$ cat src/rtl/ifetch_pkg.sv
// ifetch_pkg: shared definitions for the instruction-fetch unit.
//   br_mode_e        : branch compare mode encodings
//   RA_REG           : return-address register number ($31)
//   DEFAULT_RESET_PC : default PC loaded by reset
package ifetch_pkg;

  typedef enum logic [2:0] {
    BR_NONE = 3'd0,
    BR_BEQ  = 3'd1,
    BR_BNE  = 3'd2,
    BR_BGEZ = 3'd3,
    BR_BGTZ = 3'd4,
    BR_BLEZ = 3'd5,
    BR_BLTZ = 3'd6,
    BR_RSVD = 3'd7
  } br_mode_e;

  localparam logic [4:0]  RA_REG           = 5'd31;
  localparam logic [31:0] DEFAULT_RESET_PC = 32'h0000_0000;

endpackage

$ cat src/rtl/ifetch_ras.sv
// ifetch_ras: circular return-address stack, updated on the falling edge.
//   clock, reset : clock (falling edge active), async active-high reset
//   push         : push push_data; when full the oldest entry is overwritten
//   pop          : pop the top entry; ignored when empty
//   top          : current top-of-stack value
//   empty        : no valid entries
module ifetch_ras
  #(parameter int W     = 32,
    parameter int DEPTH = 4)
  (input  logic         clock,
   input  logic         reset,
   input  logic         push,
   input  logic         pop,
   input  logic [W-1:0] push_data,
   output logic [W-1:0] top,
   output logic         empty);

  localparam int PW = $clog2(DEPTH);
  localparam int CW = PW + 1;

  logic [W-1:0]  mem [DEPTH];
  logic [PW-1:0] ptr;     // index of the current top entry
  logic [PW-1:0] ptr_inc;
  logic [CW-1:0] cnt;

  // DEPTH is a power of two, so the pointer wraps naturally.
  assign ptr_inc = ptr + 1'b1;
  assign top     = mem[ptr];
  assign empty   = (cnt == '0);

  always_ff @(negedge clock or posedge reset) begin
    if (reset) begin
      ptr <= '0;
      cnt <= '0;
      for (int i = 0; i < DEPTH; i++) mem[i] <= '0;
    end else if (push) begin
      ptr          <= ptr_inc;
      mem[ptr_inc] <= push_data;
      if (cnt != CW'(DEPTH)) cnt <= cnt + 1'b1;
    end else if (pop && !empty) begin
      ptr <= ptr - 1'b1;
      cnt <= cnt - 1'b1;
    end
  end

endmodule

$ cat src/rtl/ifetch_unit.sv
// ifetch_unit: PC register and next-PC selection for the single-cycle MIPS.
// State updates on the falling edge of clock; reset is async active-high.
// Optional feature macro: IFETCH_RAS_EN (return-address stack + ras_mismatch_o).
// Ports:
//   clock, reset       : clock / async reset
//   stall_i            : hold PC, link register and counter
//   instruction_i/_o   : ROM instruction in, passed straight through
//   rom_adr_o          : word address to ROM (PC[ROM_AW+1:2])
//   branch_base_addr   : PC+4 to the ALU
//   addr_result        : ALU branch target
//   read_data_1        : rs value (jr target, sign compares)
//   br_mode_i, zero_i  : branch compare mode and ALU zero
//   jmp_i, jal_i, jr_i : jump controls
//   link_addr          : PC+4 of the last jal
//   misalign_o         : sticky, a redirect target had bits [1:0] != 0
//   instret_o          : retired (non-stalled) cycle count
//   ras_mismatch_o     : sticky RAS prediction mismatch (IFETCH_RAS_EN only)
module ifetch_unit
  import ifetch_pkg::*;
  #(parameter int                ADDR_W    = 32,
    parameter int                ROM_AW    = 14,
    parameter logic [ADDR_W-1:0] RESET_PC  = ADDR_W'(DEFAULT_RESET_PC),
    parameter int                RAS_DEPTH = 4)
  (input  logic              clock,
   input  logic              reset,
   input  logic              stall_i,
   input  logic [31:0]       instruction_i,
   output logic [31:0]       instruction_o,
   output logic [ROM_AW-1:0] rom_adr_o,
   output logic [ADDR_W-1:0] branch_base_addr,
   input  logic [ADDR_W-1:0] addr_result,
   input  logic [31:0]       read_data_1,
   input  logic [2:0]        br_mode_i,
   input  logic              zero_i,
   input  logic              jmp_i,
   input  logic              jal_i,
   input  logic              jr_i,
   output logic [ADDR_W-1:0] link_addr,
   output logic              misalign_o,
   output logic [31:0]       instret_o
`ifdef IFETCH_RAS_EN
   ,output logic             ras_mismatch_o
`endif
  );

  if (RAS_DEPTH < 2 || (RAS_DEPTH & (RAS_DEPTH - 1)) != 0) begin : g_chk
    $error("RAS_DEPTH must be a power of two, at least 2");
  end

  logic [ADDR_W-1:0] pc, pc_plus4, pc_next, jtgt, tgt_raw, rd1_a;
  logic              take, redirect, mis_hit, rd1_zero, rd1_neg;

  assign instruction_o    = instruction_i;
  assign rom_adr_o        = pc[ROM_AW+1:2];
  assign pc_plus4         = pc + ADDR_W'(4);
  assign branch_base_addr = pc_plus4;
  assign rd1_a            = ADDR_W'(read_data_1);
  assign rd1_zero         = (read_data_1 == 32'h0);
  assign rd1_neg          = read_data_1[31];

  always_comb begin
    take = 1'b0;
    case (br_mode_i)
      BR_BEQ:  take = zero_i;
      BR_BNE:  take = !zero_i;
      BR_BGEZ: take = !rd1_neg;
      BR_BGTZ: take = !rd1_neg && !rd1_zero;
      BR_BLEZ: take = rd1_neg || rd1_zero;
      BR_BLTZ: take = rd1_neg;
      default: take = 1'b0;
    endcase

    // Region jump keeps the PC's top four bits.
    jtgt       = pc;
    jtgt[27:0] = {instruction_i[25:0], 2'b00};

    redirect = 1'b1;
    if (jmp_i || jal_i) tgt_raw = jtgt;
    else if (jr_i)      tgt_raw = rd1_a;
    else if (take)      tgt_raw = addr_result;
    else begin
      tgt_raw  = pc_plus4;
      redirect = 1'b0;
    end

    pc_next = {tgt_raw[ADDR_W-1:2], 2'b00};
    mis_hit = redirect && (tgt_raw[1:0] != 2'b00);
  end

  always_ff @(negedge clock or posedge reset) begin
    if (reset) begin
      pc         <= RESET_PC;
      link_addr  <= '0;
      misalign_o <= 1'b0;
      instret_o  <= '0;
    end else if (!stall_i) begin
      pc        <= pc_next;
      instret_o <= instret_o + 32'd1;
      if (jal_i)   link_addr  <= pc_plus4;
      if (mis_hit) misalign_o <= 1'b1;
    end
  end

`ifdef IFETCH_RAS_EN
  logic              ras_push, ras_pop, ras_empty;
  logic [ADDR_W-1:0] ras_top;

  // jal pushes; only a jr through $31 that actually wins the priority pops.
  assign ras_push = jal_i && !stall_i;
  assign ras_pop  = jr_i && !jmp_i && !jal_i && !stall_i &&
                    (instruction_i[25:21] == RA_REG);

  ifetch_ras #(.W(ADDR_W), .DEPTH(RAS_DEPTH)) u_ras (
    .clock    (clock),
    .reset    (reset),
    .push     (ras_push),
    .pop      (ras_pop),
    .push_data(pc_plus4),
    .top      (ras_top),
    .empty    (ras_empty)
  );

  always_ff @(negedge clock or posedge reset) begin
    if (reset)                                          ras_mismatch_o <= 1'b0;
    else if (ras_pop && !ras_empty && ras_top != rd1_a) ras_mismatch_o <= 1'b1;
  end
`endif

endmodule

$ cat config.mk
export PLATFORM = sky130hd
export DESIGN_NAME = ifetch_unit
export DESIGN_NICKNAME = d
export VERILOG_FILES = /design/src/rtl/ifetch_pkg.sv /design/src/rtl/ifetch_ras.sv /design/src/rtl/ifetch_unit.sv
export SDC_FILE = /design/constraint.sdc
export NUM_CORES = 1
export LEC_CHECK = 0
export CORE_MARGIN = 1
export CORE_UTILIZATION = 44
export DETAILED_ROUTE_END_ITERATION = 6
export PLACE_DENSITY = 0.81
export SYNTH_ARGS = -nofsm -noshare
export SYNTH_HDL_FRONTEND = slang
export SYNTH_SLANG_ARGS = --single-unit
export TNS_END_PERCENT = 100
$ cat constraint.sdc
create_clock -name clock -period 3.2 [get_ports clock]
set_input_delay 0.64 -clock clock [delete_from_list [all_inputs] [get_ports clock]]
set_output_delay 0.64 -clock clock [all_outputs]
set_load 0.005 [all_outputs]
==> results of run 1 <==
==> cells in the mapped netlist (10+ instances only) <==
| cell type | number |
|---|---|
| nand2_1 | 28 |
| nand4_1 | 39 |
| nor3b_1 | 24 |
| buf_4 | 50 |
| nor2_1 | 32 |
| a21oi_1 | 32 |
| xnor2_1 | 31 |
| nor4_1 | 24 |
| and3_1 | 10 |
| or2_2 | 31 |
| xor2_1 | 15 |
| dfrtn_1 | 93 |
| inv_1 | 13 |
| o2111ai_1 | 13 |
| clkbuf_1 | 32 |
| o22ai_1 | 25 |
| nor3_1 | 15 |
| mux2_2 | 27 |
| nand3_1 | 45 |
| o21ai_0 | 33 |
==> logic make-up after synthesis <==
logic type | Yosys count
and+or+nand+nor | 281
DFF | 93
adders and majority gates | 2
AOI/OAI and AO/OA | 132
muxes | 28
xor gates and xnor gates | 46
buffers and inverters | 108
other | 1
==> per-layer routing <==
layer / track usage / GRT overflow
met2: 0.9098 / 0
met5: 0.1250 / 0
met4: 0.6644 / 2
met1: 0.7008 / 0
met3: 0.5123 / 0
==> stage by stage <==
step           setup slack [ns]  instances
4_1_cts                  -1.294       1341
3_5_place_dp             -1.276       1215
3_3_place_gp             -1.177       1215
2_1_floorplan           -0.7583        694
==> timing repair <==
item	4_1_cts
resized for setup	747
endpoints found under the setup margin	195
cloned	5
buffers inserted	114
pin swaps	120
==> run_results.csv, run 1 <==
group,metric,value,unit
outcome,outcome,"did not finish",
outcome,failing_step,"global routing",
outcome,tool.error,"[ERROR GRT-0232] Routing congestion too high. Check the congestion heatmap in the GUI.",
synth,synth-seq-cells,93,
clocking,root_buffer,"clkbuf_16",
timing,crit_endpoint,"branch_base_addr[20]",
synth,postSynthAreaPerCell,8.912,um2
place,numPortBuffers,232,
synth,synth_compound_area_frac,0.1367,
die,initial_utilization,0.4578,
die,die_w,120.3,um
synth,yosys.area_share.xor_xnor,0.06542,
synth,synth_mux_area_frac,0.05100,
synth,synth_top_family_by_area,"simple AND/OR/NAND/NOR gates",
die,io_pins,249,
synth,synthFlopType,"dfrtn_1",
clocking,cts_made_buffers,9,
place,gp_congestion,0.9054,
synth,yosysSeqAreaShare,0.3779,
place,hpwl,18980,um
timing,worstEndpointType,"output port",
synth,synthSimpleGateAreaFrac,0.2623,
clocking,clk_path_buf_depth,2,
synth,synth.cell_area,6158,um2
synth,ys_top_cells_by_area,"dfrtn_1, buf_4, mux2_2, xnor2_1, nand4_1",
synth,synth_top_area_cell,"dfrtn_1",
global_routing,grt_usage,0.6986,
die,rows,42,
synth,async_reset_ff_frac,1.000,
synth,yosysWarnings,0,
clocking,htreeDepth,3,
synth,synth-adder-area-share,0.004063,
clocking,cts.sinks,93,
place,placed_area,10230,um2
clocking,holdBufCountCts,0,
global_routing,grt_max_degree,49,
global_routing,overflow,2,
synth,yosysUniqueCellTypes,54,
synth,synth-edff-count,0,
synth,netlist_instances,691,
die,die_y,120.3,um
synth,yosysTopAreaCellShare,0.3779,
==> run 2, diff against run 1 <==
- CORE_UTILIZATION: 44 -> 40
- PLACE_DENSITY: 0.81 -> unset
- PLACE_DENSITY_LB_ADDON: unset -> 0.15
==> run 2 against run 1 <==
Net effect: the flow now finishes, with violations (negative setup slack); synthesized area is the same; synthesized cell count did not move.
==> run_results.csv, run 2 <==
group,metric,value,unit
layout,drive_above_1_share,0.5965,
synth,synth.cell_area,6158,um2
detailed_routing,viasPerCell,6.283,
outcome,violations,"negative setup slack",
global_routing,use_met3,0.08284,
detailed_routing,dr.pass1.iters,6,
global_routing,grt_max_degree,49,
place,placed_area,10220,um2
synth,yosysTopAreaCellShare,0.3779,
die,initial_utilization,0.4174,
global_routing,grt_first_pass_wirelength,46530,um
detailed_routing,remaining_drc_errors,0,
clocking,root_buffer,"clkbuf_16",
timing,hold_viol_final,0,
place,hpwl,18300,um
place,gp_congestion,0.9116,
layout,largestRegisters,"instret_o x32, link_addr x30, pc x30",
layout,seq_area,2327,um2
synth,synth-edff-count,0,
timing,worst_pin_slew,0.7098,ns
critical_path,cp_max_fo,5,
global_routing,overflow,0,
synth,synthFlopType,"dfrtn_1",
die,rows,44,
global_routing,grt_usage,0.3779,
timing,fin_skew,0.009903,ns
critical_path,slowest_delay,0.49,ns
layout,largest_register,"instret_o",
power_and_ir_drop,p_leak,5.713,nW
die,die_y,126.1,um
outcome,outcome,"complete, but fails checks",
global_routing,antenna_found_initial,0,
synth,synth_most_common_cell,"dfrtn_1",
min_path,worstHoldStart,"instret_o[31]",
synth,async_reset_ff_frac,1.000,
global_routing,grtUsageMet1,0.4423,
die,io_pins,249,
layout,layout_common_cells,"buf_4, buf_6, dfrtn_1",
critical_path,path_class,"register to output port",
critical_path,arrival,3.95,ns
detailed_routing,vias,8646,
detailed_routing,avgRoutedWirePerCell,24.73,um
critical_path,cp-start-kind,"register",
clocking,cts_made_buffers,9,
global_routing,grt_pass1_vias,8509,
layout,area_delta_synth_final,104.0,%
synth,yosysWarnings,0,
synth,yosysUniqueCellTypes,54,
detailed_routing,postRouteAntennaNets,0,
layout,antennaDiodeCount,0,
global_routing,met2_usage,0.6490,
clocking,cts.clk_slew.worst_paths,0.05,ns
layout,final_net_count,1296,
clocking,cts_tree,"done",
synth,synth-seq-cells,93,
clocking,htreeDepth,3,
clocking,cts.sinks,93,
detailed_routing,drt_iter0_drc,1027,
die,die_area,15900,um2
critical_path,r2r_start,"pc[2]",
die,die_w,126.1,um
timing,worst_slack,-1.386,ns
critical_path,crit_path_cell_trace,"nand4_4 -> buf_6 -> buf_6 -> buf_6 -> nor4_4 -> buf_4 -> nand4_1 -> nand2b_4 -> buf_6",
layout,layout_commonest_cell,"buf_4",
power_and_ir_drop,peakVddDrop,0.2866,mV
place,place_ws,-1.298,ns
clocking,insertion_delay,0.36,ns
power_and_ir_drop,power,5.411,mW
critical_path,slowest_stage,"dfrtn_1",
critical_path,critPathLaunch,"pc[10]",
clocking,clk_path_buf_depth,2,
synth,synth_top_area_cell,"dfrtn_1",
die,coreArea,14750,um2
global_routing,busiest_layer,"met2",
synth,postSynthAreaPerCell,8.912,um2
critical_path,end_kind,"output port",
detailed_routing,wl,34030,um
critical_path,cp_common_cell,"buf_6",
critical_path,crit_required,2.56,ns
clocking,holdBufCountCts,0,
min_path,hp-class,"register to register",
power_and_ir_drop,power.density,430.6,nW/um2
layout,n_fill_cell,751,
timing,grt_setup_unrepaired,"yes",
layout,final_cell_area,12570,um2
timing,timing.hold.ws,0.4228,ns
timing,slew_headroom,0.5258,
layout,largest_register_ffs,32,
run,maxCapViolCount,0,
timing,setup_viol,94,
synth,synthTopCellsByCount,"dfrtn_1, buf_4, nand3_1, nand4_1, o21ai_0",
timing,slew_viol_final,0,
synth,netlist_instances,691,
synth,yosysSeqAreaShare,0.3779,
place,numPortBuffers,232,
synth,ys_top_cells_by_area,"dfrtn_1, buf_4, mux2_2, xnor2_1, nand4_1",
layout,multi_input_area,4538,um2
## run 2: cell counts after synthesis
No cell type changed its count.
## run 2: layout make-up
cell class                      count  share of cell area
Clock inverter                      5            0.004779
Tap cell                          184             0.01832
Clock buffer                       10             0.01822
Sequential cell                    93              0.1852
Multi-Input combinational cell    495              0.3611
Timing Repair Buffer              575              0.4074
Inverter                           14            0.004879
## run 2: critical path, delay by kind of cell (launching register included)
| kind | cells | cell delay (ns) |
|---|---|---|
| buf+inv | 5 | 0.70 |
| flops | 1 | 0.49 |
| simple gates | 4 | 0.78 |
## run 2: cells by family after synthesis
kind of cell	share of synthesized area
AOI/OAI and AO/OA	0.1367
xor gates and xnor gates	0.06542
adders and majority gates	0.004063
buffers and inverters	0.1020
DFF	0.3779
muxes	0.05100
other	0.0006089
and+or+nand+nor	0.2623
## run 2: final timing paths
check                      depth (start not counted)  slack (ns)                   end
min in group asynchronous                          3        2.20         link_addr[25]
max in group asynchronous                          3        0.60         instret_o[16]
hold / removal                                     1        0.42         instret_o[31]
setup reg to reg                                  23       -0.41                pc[28]
setup / recovery                                   9       -1.39  branch_base_addr[31]
hold reg to reg                                    1        0.42         instret_o[31]
## run 2: layer usage
layer | wire [um] | up-vias | part of all wire
met5 | 0 | - | 0
met4 | 2580 | 0 | 0.076
met3 | 3744 | 243 | 0.11
met2 | 15830 | 734 | 0.47
met1 | 11870 | 4170 | 0.35
li1 | - | 3499 | -
## run 2: power breakdown
part | switching, mW | internal, mW | total [mW]
registers | 0.148 | 1.40 | 1.54
logic | 1.28 | 1.45 | 2.74
clock network | 0.522 | 0.608 | 1.13
total | 1.95 | 3.46 | 5.41
## run 2: timing repair
action                     in CTS  in global routing
setup endpoints to repair     198                109
pin swaps                     117                105
setup buffers                 126                 42
resized for setup             737                129
gates cloned                    7                  1
## run 2: stage by stage
stage          utilization  TNS, ns  cells
2_1_floorplan            -   -36.07    694
3_3_place_gp        0.6928  -107.81   1220
3_5_place_dp        0.6928  -108.90   1220
4_1_cts             0.8262   -46.85   1357
5_1_grt             0.8517   -55.31   1376
6_report            0.8517   -52.50   1376
No activity file was read; power rests on OpenSTA's default activity.
